$ cat config.mk
export PLATFORM = sky130hd
export DESIGN_NAME = ftrans_rot
export DESIGN_NICKNAME = d
export VERILOG_FILES = /design/src/rtl/ftrot_pkg.sv /design/src/rtl/ftwiddle_rom.sv /design/src/rtl/ftrans_rot.sv
export SDC_FILE = /design/constraint.sdc
export NUM_CORES = 2
export LEC_CHECK = 0
export ABC_AREA = 1
export CAP_MARGIN = 5
export CORE_MARGIN = 2
export CORE_UTILIZATION = 35
export CTS_CLUSTER_SIZE = 30
export DETAILED_ROUTE_END_ITERATION = 8
export PLACE_DENSITY = 0.55
export SLEW_MARGIN = 20
export SYNTH_ARGS = -nofsm -noshare
export SYNTH_HDL_FRONTEND = slang
export SYNTH_HIERARCHICAL = 1
export SYNTH_SLANG_ARGS = --single-unit
export TNS_END_PERCENT = 5
$ cat constraint.sdc
create_clock -name iclk -period 9.6 [get_ports iclk]
set_clock_uncertainty 0.15 [all_clocks]
set_input_delay 1.44 -clock iclk [delete_from_list [all_inputs] [get_ports iclk]]
set_output_delay 1.44 -clock iclk [all_outputs]
set_load 0.1 [all_outputs]
$ cat src/rtl/ftrot_pkg.sv
// Shared helpers for the inter-stage twiddle rotator: twiddle index decode,
// twiddle table generation, scale constant and output saturation.
`timescale 1ns/1ps
package ftrot_pkg;

  localparam real TW_PI = 3.14159265358979323846;

  function automatic int tw_scale(input int tw_w);
    return (1 << (tw_w - 1)) - 1;
  endfunction

  // idx = (k1 + 2*k2) * n3 from the top two address bits and the remainder.
  function automatic int unsigned tw_idx(input int unsigned addr, input int unsigned stg);
    int unsigned k1;
    int unsigned k2;
    int unsigned n3;
    k1 = (addr >> (stg - 1)) & 32'd1;
    k2 = (addr >> (stg - 2)) & 32'd1;
    n3 = addr & ((32'd1 << (stg - 2)) - 32'd1);
    return (k1 + 32'd2 * k2) * n3;
  endfunction

  function automatic int tw_round(input real v);
    return (v >= 0.0) ? $rtoi(v + 0.5) : -$rtoi(0.5 - v);
  endfunction

  function automatic int tw_cos(input int k, input int stg, input int tw_w);
    real ang;
    ang = 2.0 * TW_PI * real'(k) / real'(1 << stg);
    return tw_round($cos(ang) * real'(tw_scale(tw_w)));
  endfunction

  function automatic int tw_sin(input int k, input int stg, input int tw_w);
    real ang;
    ang = 2.0 * TW_PI * real'(k) / real'(1 << stg);
    return tw_round($sin(ang) * real'(tw_scale(tw_w)));
  endfunction

  // Clamp a wide signed value into a dw-bit signed range, flagging any clamp.
  function automatic logic signed [63:0] sat_clamp(input logic signed [63:0] v,
                                                    input int dw,
                                                    output logic ovf);
    logic signed [63:0] hi;
    logic signed [63:0] lo;
    hi = (64'sd1 <<< (dw - 1)) - 64'sd1;
    lo = -(64'sd1 <<< (dw - 1));
    ovf = 1'b0;
    if (v > hi) begin
      ovf = 1'b1;
      return hi;
    end
    if (v < lo) begin
      ovf = 1'b1;
      return lo;
    end
    return v;
  endfunction

endpackage

$ cat src/rtl/ftwiddle_rom.sv
// Twiddle table {C, S} = round({cos, sin}(2*pi*k/N) * full scale), k = 0..N-1,
// with a registered read port that loads only on valid lookups.
`timescale 1ns/1ps
module ftwiddle_rom
  import ftrot_pkg::*;
#(
  parameter int FFT_STG = 7,
  parameter int TW_W    = 16
) (
  input  logic                iclk,
  input  logic                irst,
  input  logic                ien,
  input  logic [FFT_STG-1:0]  iidx,
  output logic [2*TW_W-1:0]   ocs
);

  localparam int N = 1 << FFT_STG;

  logic [2*TW_W-1:0] w_tab [N];
  logic [2*TW_W-1:0] r_cs;

  for (genvar gi = 0; gi < N; gi++) begin : g_tab
    assign w_tab[gi] = {TW_W'(tw_cos(gi, FFT_STG, TW_W)), TW_W'(tw_sin(gi, FFT_STG, TW_W))};
  end

  always_ff @(posedge iclk or posedge irst) begin
    if (irst) begin
      r_cs <= '0;
    end else if (ien) begin
      r_cs <= w_tab[iidx];
    end
  end

  assign ocs = r_cs;

endmodule

$ cat src/rtl/ftrans_rot.sv
// Radix-2^2 inter-stage twiddle rotator: out = in * W_N^idx (conjugate when iinv).
// Define FTROT_ROUND_EN for round-half-up before the shift; otherwise truncate.
`timescale 1ns/1ps
module ftrans_rot
  import ftrot_pkg::*;
#(
  parameter int FFT_STG  = 7,
  parameter int DATA_W   = 16,
  parameter int TW_W     = 16,
  parameter int MULT_DLY = 2
) (
  input  logic                 iclk,
  input  logic                 irst,
  input  logic                 ien,
  input  logic                 iinv,
  input  logic [FFT_STG-1:0]   iaddr,
  input  logic [2*DATA_W-1:0]  idata,
  output logic                 oen,
  output logic [FFT_STG-1:0]   oaddr,
  output logic [2*DATA_W-1:0]  odata,
  output logic                 oovf
);

  localparam int PW = DATA_W + TW_W + 1;
  localparam int L  = MULT_DLY - 1;

  // Stage 0: input capture and index decode
  logic                 r_s0_vld;
  logic                 r_s0_inv;
  logic                 r_s0_byp;
  logic [FFT_STG-1:0]   r_s0_addr;
  logic [FFT_STG-1:0]   r_s0_idx;
  logic [2*DATA_W-1:0]  r_s0_data;
  logic [FFT_STG-1:0]   w_idx;

  assign w_idx = FFT_STG'(tw_idx(32'(iaddr), FFT_STG));

  always_ff @(posedge iclk or posedge irst) begin
    if (irst) begin
      r_s0_vld  <= 1'b0;
      r_s0_inv  <= 1'b0;
      r_s0_byp  <= 1'b0;
      r_s0_addr <= '0;
      r_s0_idx  <= '0;
      r_s0_data <= '0;
    end else begin
      r_s0_vld <= ien;
      if (ien) begin
        r_s0_inv  <= iinv;
        r_s0_byp  <= (w_idx == '0);
        r_s0_addr <= iaddr;
        r_s0_idx  <= w_idx;
        r_s0_data <= idata;
      end
    end
  end

  // Stage 1: twiddle lookup, sideband travels alongside the ROM register
  logic [2*TW_W-1:0]    w_cs;
  logic                 r_s1_vld;
  logic                 r_s1_inv;
  logic                 r_s1_byp;
  logic [FFT_STG-1:0]   r_s1_addr;
  logic [2*DATA_W-1:0]  r_s1_data;

  ftwiddle_rom #(
    .FFT_STG (FFT_STG),
    .TW_W    (TW_W)
  ) u_rom (
    .iclk (iclk),
    .irst (irst),
    .ien  (r_s0_vld),
    .iidx (r_s0_idx),
    .ocs  (w_cs)
  );

  always_ff @(posedge iclk or posedge irst) begin
    if (irst) begin
      r_s1_vld  <= 1'b0;
      r_s1_inv  <= 1'b0;
      r_s1_byp  <= 1'b0;
      r_s1_addr <= '0;
      r_s1_data <= '0;
    end else begin
      r_s1_vld <= r_s0_vld;
      if (r_s0_vld) begin
        r_s1_inv  <= r_s0_inv;
        r_s1_byp  <= r_s0_byp;
        r_s1_addr <= r_s0_addr;
        r_s1_data <= r_s0_data;
      end
    end
  end

  // Complex multiply; inverse mode conjugates by flipping the sign of S
  logic signed [TW_W-1:0]          w_c;
  logic signed [TW_W-1:0]          w_s;
  logic signed [TW_W-1:0]          w_wim;
  logic signed [DATA_W-1:0]        w_a;
  logic signed [DATA_W-1:0]        w_b;
  logic signed [DATA_W+TW_W-1:0]   w_p_ac;
  logic signed [DATA_W+TW_W-1:0]   w_p_bw;
  logic signed [DATA_W+TW_W-1:0]   w_p_bc;
  logic signed [DATA_W+TW_W-1:0]   w_p_aw;
  logic signed [PW-1:0]            w_re_full;
  logic signed [PW-1:0]            w_im_full;

  assign w_c       = w_cs[2*TW_W-1:TW_W];
  assign w_s       = w_cs[TW_W-1:0];
  assign w_wim     = r_s1_inv ? w_s : -w_s;
  assign w_a       = r_s1_data[2*DATA_W-1:DATA_W];
  assign w_b       = r_s1_data[DATA_W-1:0];
  assign w_p_ac    = w_a * w_c;
  assign w_p_bw    = w_b * w_wim;
  assign w_p_bc    = w_b * w_c;
  assign w_p_aw    = w_a * w_wim;
  assign w_re_full = PW'(w_p_ac) - PW'(w_p_bw);
  assign w_im_full = PW'(w_p_bc) + PW'(w_p_aw);

  logic                 r_m_vld  [MULT_DLY];
  logic                 r_m_byp  [MULT_DLY];
  logic [FFT_STG-1:0]   r_m_addr [MULT_DLY];
  logic [2*DATA_W-1:0]  r_m_data [MULT_DLY];
  logic signed [PW-1:0] r_m_re   [MULT_DLY];
  logic signed [PW-1:0] r_m_im   [MULT_DLY];

  always_ff @(posedge iclk or posedge irst) begin
    if (irst) begin
      for (int i = 0; i < MULT_DLY; i++) begin
        r_m_vld[i]  <= 1'b0;
        r_m_byp[i]  <= 1'b0;
        r_m_addr[i] <= '0;
        r_m_data[i] <= '0;
        r_m_re[i]   <= '0;
        r_m_im[i]   <= '0;
      end
    end else begin
      r_m_vld[0] <= r_s1_vld;
      if (r_s1_vld) begin
        r_m_byp[0]  <= r_s1_byp;
        r_m_addr[0] <= r_s1_addr;
        r_m_data[0] <= r_s1_data;
        r_m_re[0]   <= w_re_full;
        r_m_im[0]   <= w_im_full;
      end
      for (int i = 1; i < MULT_DLY; i++) begin
        r_m_vld[i] <= r_m_vld[i-1];
        if (r_m_vld[i-1]) begin
          r_m_byp[i]  <= r_m_byp[i-1];
          r_m_addr[i] <= r_m_addr[i-1];
          r_m_data[i] <= r_m_data[i-1];
          r_m_re[i]   <= r_m_re[i-1];
          r_m_im[i]   <= r_m_im[i-1];
        end
      end
    end
  end

  // Round/shift/saturate
  logic signed [PW-1:0]     w_re_rnd;
  logic signed [PW-1:0]     w_im_rnd;
  logic signed [PW-1:0]     w_re_sh;
  logic signed [PW-1:0]     w_im_sh;
  logic [DATA_W-1:0]        w_re_sat;
  logic [DATA_W-1:0]        w_im_sat;
  logic                     w_ovf_re;
  logic                     w_ovf_im;

`ifdef FTROT_ROUND_EN
  localparam logic signed [PW-1:0] RND_HALF = PW'(1) << (TW_W - 2);
  assign w_re_rnd = r_m_re[L] + RND_HALF;
  assign w_im_rnd = r_m_im[L] + RND_HALF;
`else
  assign w_re_rnd = r_m_re[L];
  assign w_im_rnd = r_m_im[L];
`endif

  assign w_re_sh = w_re_rnd >>> (TW_W - 1);
  assign w_im_sh = w_im_rnd >>> (TW_W - 1);

  always_comb begin
    w_ovf_re = 1'b0;
    w_ovf_im = 1'b0;
    w_re_sat = DATA_W'(sat_clamp(64'(w_re_sh), DATA_W, w_ovf_re));
    w_im_sat = DATA_W'(sat_clamp(64'(w_im_sh), DATA_W, w_ovf_im));
  end

  logic                 r_oen;
  logic [FFT_STG-1:0]   r_oaddr;
  logic [2*DATA_W-1:0]  r_odata;
  logic                 r_oovf;

  always_ff @(posedge iclk or posedge irst) begin
    if (irst) begin
      r_oen   <= 1'b0;
      r_oaddr <= '0;
      r_odata <= '0;
      r_oovf  <= 1'b0;
    end else begin
      r_oen <= r_m_vld[L];
      if (r_m_vld[L]) begin
        r_oaddr <= r_m_addr[L];
        if (r_m_byp[L]) begin
          r_odata <= r_m_data[L];
          r_oovf  <= 1'b0;
        end else begin
          r_odata <= {w_re_sat, w_im_sat};
          r_oovf  <= w_ovf_re | w_ovf_im;
        end
      end
    end
  end

  assign oen   = r_oen;
  assign oaddr = r_oaddr;
  assign odata = r_odata;
  assign oovf  = r_oovf;

endmodule

==> summary by stage <==
Outcome
The flow ran to the end, and the final reports show no timing, DRC or antenna violations.

Timing
Setup violations remaining at the end of the flow were counted as 0. The final period utilization is 0.9289. Headroom to the max-slew limit came out at 0.2688. The count of pins over their slew limit is 0.

Adding up every negative setup slack in the final design gives 0 ns. The pin slew with the least headroom to its limit is 1.093 ns. The final critical delay including setup and external delays is 8.917 ns. The final number of hold-violating endpoints was 0. The highest clock frequency the design can meet is 0.1121 GHz. Setup repair after global routing left no endpoint under its margin.

Clocking
Buffers inserted during clock tree synthesis total 41. CTS saw 318 sinks. Clock-pin slew was measured on the worst setup and hold paths at 0.06 ns. The maximum clock insertion buffer count is 3. The number of buffers inserted by hold repair at cts is 0. The maximum level of the CTS H-tree is 2. The cell sitting at the root of the clock tree is a sky130_fd_sc_hd__clkbuf_16.

The CTS tree is done. The later pin in the worst-skew pair is clocked with a latency of 0.63 ns.

Place
In this run, placement finished with an instance count of 8,762. Port buffering added 83 buffers. The placed instances occupy a cell area of 0.05919 mm^2. Detailed placement ended at an HPWL of 145,200 um. At the end of routability-driven placement, the weighted congestion stood at 0.9672.

Layout
In the final design database the tool counted 8,279 nets. The area growth from synthesis to layout is 7.959%. The summed area of non-filler cells in the final layout is 0.06057 mm^2.

The top cell types in the final layout, fill and taps aside, are sky130_fd_sc_hd__nand2_1, sky130_fd_sc_hd__inv_1, sky130_fd_sc_hd__fa_1. The fraction of layout instances using a drive strength above 1 is 0.04213. Leaving out fill and tap cells, the most frequent cell in the layout is sky130_fd_sc_hd__nand2_1. Once layout is complete, the cells apart from fillers number 8,838.

Worst setup path
The critical path in this run is classified as reg2reg. The most common cell type on the critical path is sky130_fd_sc_hd__fa_1. The largest incremental delay on the critical path is 0.55 ns. The critical-path maximum fanout is 23. The data arrival time of the worst path is 9.31 ns.

STA classifies the critical path endpoint as a register. The highest-delay cell along the critical path is sky130_fd_sc_hd__fa_1. At the worst endpoint, the required time is 10.00 ns.

STA classifies the critical path startpoint as a register.

Die
The floorplan has 146 rows. The die is 404.4 um wide. The floorplan step defined a die boundary enclosing 0.1635 mm^2. The core box area is 0.1587 mm^2.

In this run the vertical extent of the chip is 404.4 um. The number of top-level pins is 84. The initial utilization of the core area, before any placement, comes to 0.3534.

Synth
The post-synthesis cell count is 6,791. For this run, the register share of the synthesized area comes to 0.1418. Synthesis inferred 318 register bits. The total nets after synthesis is 8,337.

The post-synth design cell area is 0.05611 mm^2. During synthesis, Yosys emitted a total of 6 warnings. The most common flop cell mapped by yosys is sky130_fd_sc_hd__dfrtp_1. The async set-reset flop share out of synthesis is 1.000. The count of cell types in the netlist is 52.

Averaged over all synthesized cells, the footprint is 8.262 um^2. In this run, synthesis inferred 0 flip-flops with an integrated enable.

GRT
The via count of the first global-routing pass is 46,920. The number of antenna violations at the first check in global routing is 6. The wire length of the first global-routing pass is 287,000 um. Entering global routing, the biggest net connects 134 pins.

In the global route stage, overall resource usage came out at 0.2323. Global routing finished with a remaining overflow of 0.

Routing
In the routed layout, each cell is associated on average with a via count of 4.933. After the first detailed-routing iteration, the DRC count stood at 3,670. The final antenna-violating net count is 0. The pre-antenna-repair detailed-routing pass consisted of 6 iterations.

For this block, the via count after detailed routing is 43,600. The sum of routed wire length over all layers is 183,400 um. The number of remaining DRC errors is 0. The detail-routed net length per standard cell is 20.75 um.

Flow run
The count of max-cap constraint violations is 0.

Hold path
The class of the tightest hold or removal check is reg2reg.
flip-flops by register name (all words and copies together) (netlist names), 2 cells and up:
register / count
oaddr: 7
odata: 32
r_m_addr: 14
r_m_byp: 2
r_m_data: 64
r_m_im: 18
r_m_re: 18
r_m_vld: 2
r_s0_addr: 7
r_s0_data: 32
r_s0_idx: 7
r_s1_addr: 7
r_s1_data: 32
u_rom/ocs: 32
w_im_rnd: 18
w_re_rnd: 18
metrics by stage:
step                        util  setup WS, ns  hold slack (ns)
after floorplan                -        0.1177           0.1987
after global placement    0.3728        0.7892           0.3050
after detailed placement  0.3729        0.6552           0.3091
after CTS                 0.3815        0.6074           0.3240
after global routing      0.3815        0.1818           0.3359
final                     0.3816        0.6827           0.3225
cells by family after synthesis:
group,synth area share
AO/OA/AOI/OAI,0.04338
multiplexers,0.005419
XOR/XNOR,0.003903
flip-flops,0.1418
buffers and inverters,0.1335
AND/OR/NAND/NOR,0.1799
adder cells (fa/ha/maj),0.4921
worst paths after layout:
kind	from	to	slack, ns	cells past startpoint
min in group asynchronous	irst	r_s0_data[7]$_DFFE_PP0P_	1.23	2
worst max-delay path	u_rom/ocs[1]$_DFFE_PP0P_	r_m_re[63]$_DFFE_PP0P_	0.68	34
worst max register to register	u_rom/ocs[1]$_DFFE_PP0P_	r_m_re[63]$_DFFE_PP0P_	0.68	34
worst min register to register	r_s0_data[6]$_DFFE_PP0P_	r_s0_data[6]$_DFFE_PP0P_	0.32	2
worst min-delay path	r_s0_data[6]$_DFFE_PP0P_	r_s0_data[6]$_DFFE_PP0P_	0.32	2
max in group asynchronous	irst	r_s0_vld$_DFF_PP0_	6.55	3
layout make-up:
| cell class | instances | area [um^2] |
|---|---|---|
| Inverter | 1668 | 6272 |
| Tap cell | 2072 | 2592 |
| Multi-Input combinational cell | 4512 | 40670 |
| Clock inverter | 18 | 230.2 |
| Timing Repair Buffer | 192 | 1674 |
| Antenna cell | 1 | 2.502 |
| Fill cell | 16370 | 98170 |
| Clock buffer | 57 | 1146 |
| Sequential cell | 318 | 7985 |
synthesized netlist by cell type, types with 13 or more instances:
| cell | number | area, um^2 |
|---|---|---|
| sky130_fd_sc_hd__o21ai_1 | 20 | 100.1 |
| sky130_fd_sc_hd__inv_2 | 13 | 48.80 |
| sky130_fd_sc_hd__o21ai_0 | 184 | 920.9 |
| sky130_fd_sc_hd__nand3_1 | 243 | 1216 |
| sky130_fd_sc_hd__buf_1 | 21 | 78.83 |
| sky130_fd_sc_hd__o21bai_1 | 13 | 97.59 |
| sky130_fd_sc_hd__a31oi_1 | 27 | 168.9 |
| sky130_fd_sc_hd__a21oi_1 | 98 | 490.5 |
| sky130_fd_sc_hd__inv_1 | 1642 | 6163 |
| sky130_fd_sc_hd__nand4_1 | 17 | 106.4 |
| sky130_fd_sc_hd__xnor2_1 | 15 | 131.4 |
| sky130_fd_sc_hd__mux2_2 | 27 | 304.0 |
| sky130_fd_sc_hd__clkbuf_1 | 211 | 792.0 |
| sky130_fd_sc_hd__fa_1 | 1173 | 23480 |
| sky130_fd_sc_hd__buf_2 | 45 | 225.2 |
| sky130_fd_sc_hd__nor2_1 | 481 | 1805 |
| sky130_fd_sc_hd__clkinv_1 | 13 | 48.80 |
| sky130_fd_sc_hd__dfrtp_1 | 318 | 7958 |
| sky130_fd_sc_hd__ha_1 | 330 | 4129 |
| sky130_fd_sc_hd__buf_4 | 13 | 97.59 |
| sky130_fd_sc_hd__nor3_1 | 16 | 80.08 |
| sky130_fd_sc_hd__or2_2 | 14 | 87.58 |
| sky130_fd_sc_hd__nand2_2 | 13 | 81.33 |
| sky130_fd_sc_hd__nand2_1 | 1713 | 6430 |
| sky130_fd_sc_hd__o221ai_1 | 32 | 280.3 |
worst max-delay path: cells and delay by family (launching register included):
kind                     cells  cell delay, ns
flip-flops                   1            0.37
AND/OR/NAND/NOR             11            1.84
adder cells (fa/ha/maj)     10            4.55
AO/OA/AOI/OAI                5            1.18
buffers and inverters        8            0.73
per-layer routing:
| layer | share of wire | up-vias | GRT usage |
|---|---|---|---|
| met4 | 0.037 | 6 | 0.07476 |
| met2 | 0.47 | 1432 | 0.3811 |
| met3 | 0.065 | 244 | 0.03292 |
| met5 | 0.00024 | - | 0 |
| li1 | - | 19630 | - |
| met1 | 0.43 | 22280 | 0.3164 |
timing repair:
action                     4_1_cts  5_1_grt
resized for setup                0        1
buffers inserted                 0        0
setup endpoints to repair        0        1
Power is not shown: default switching activity piles up to over one toggle a cycle in this logic, so the estimate is an artifact.
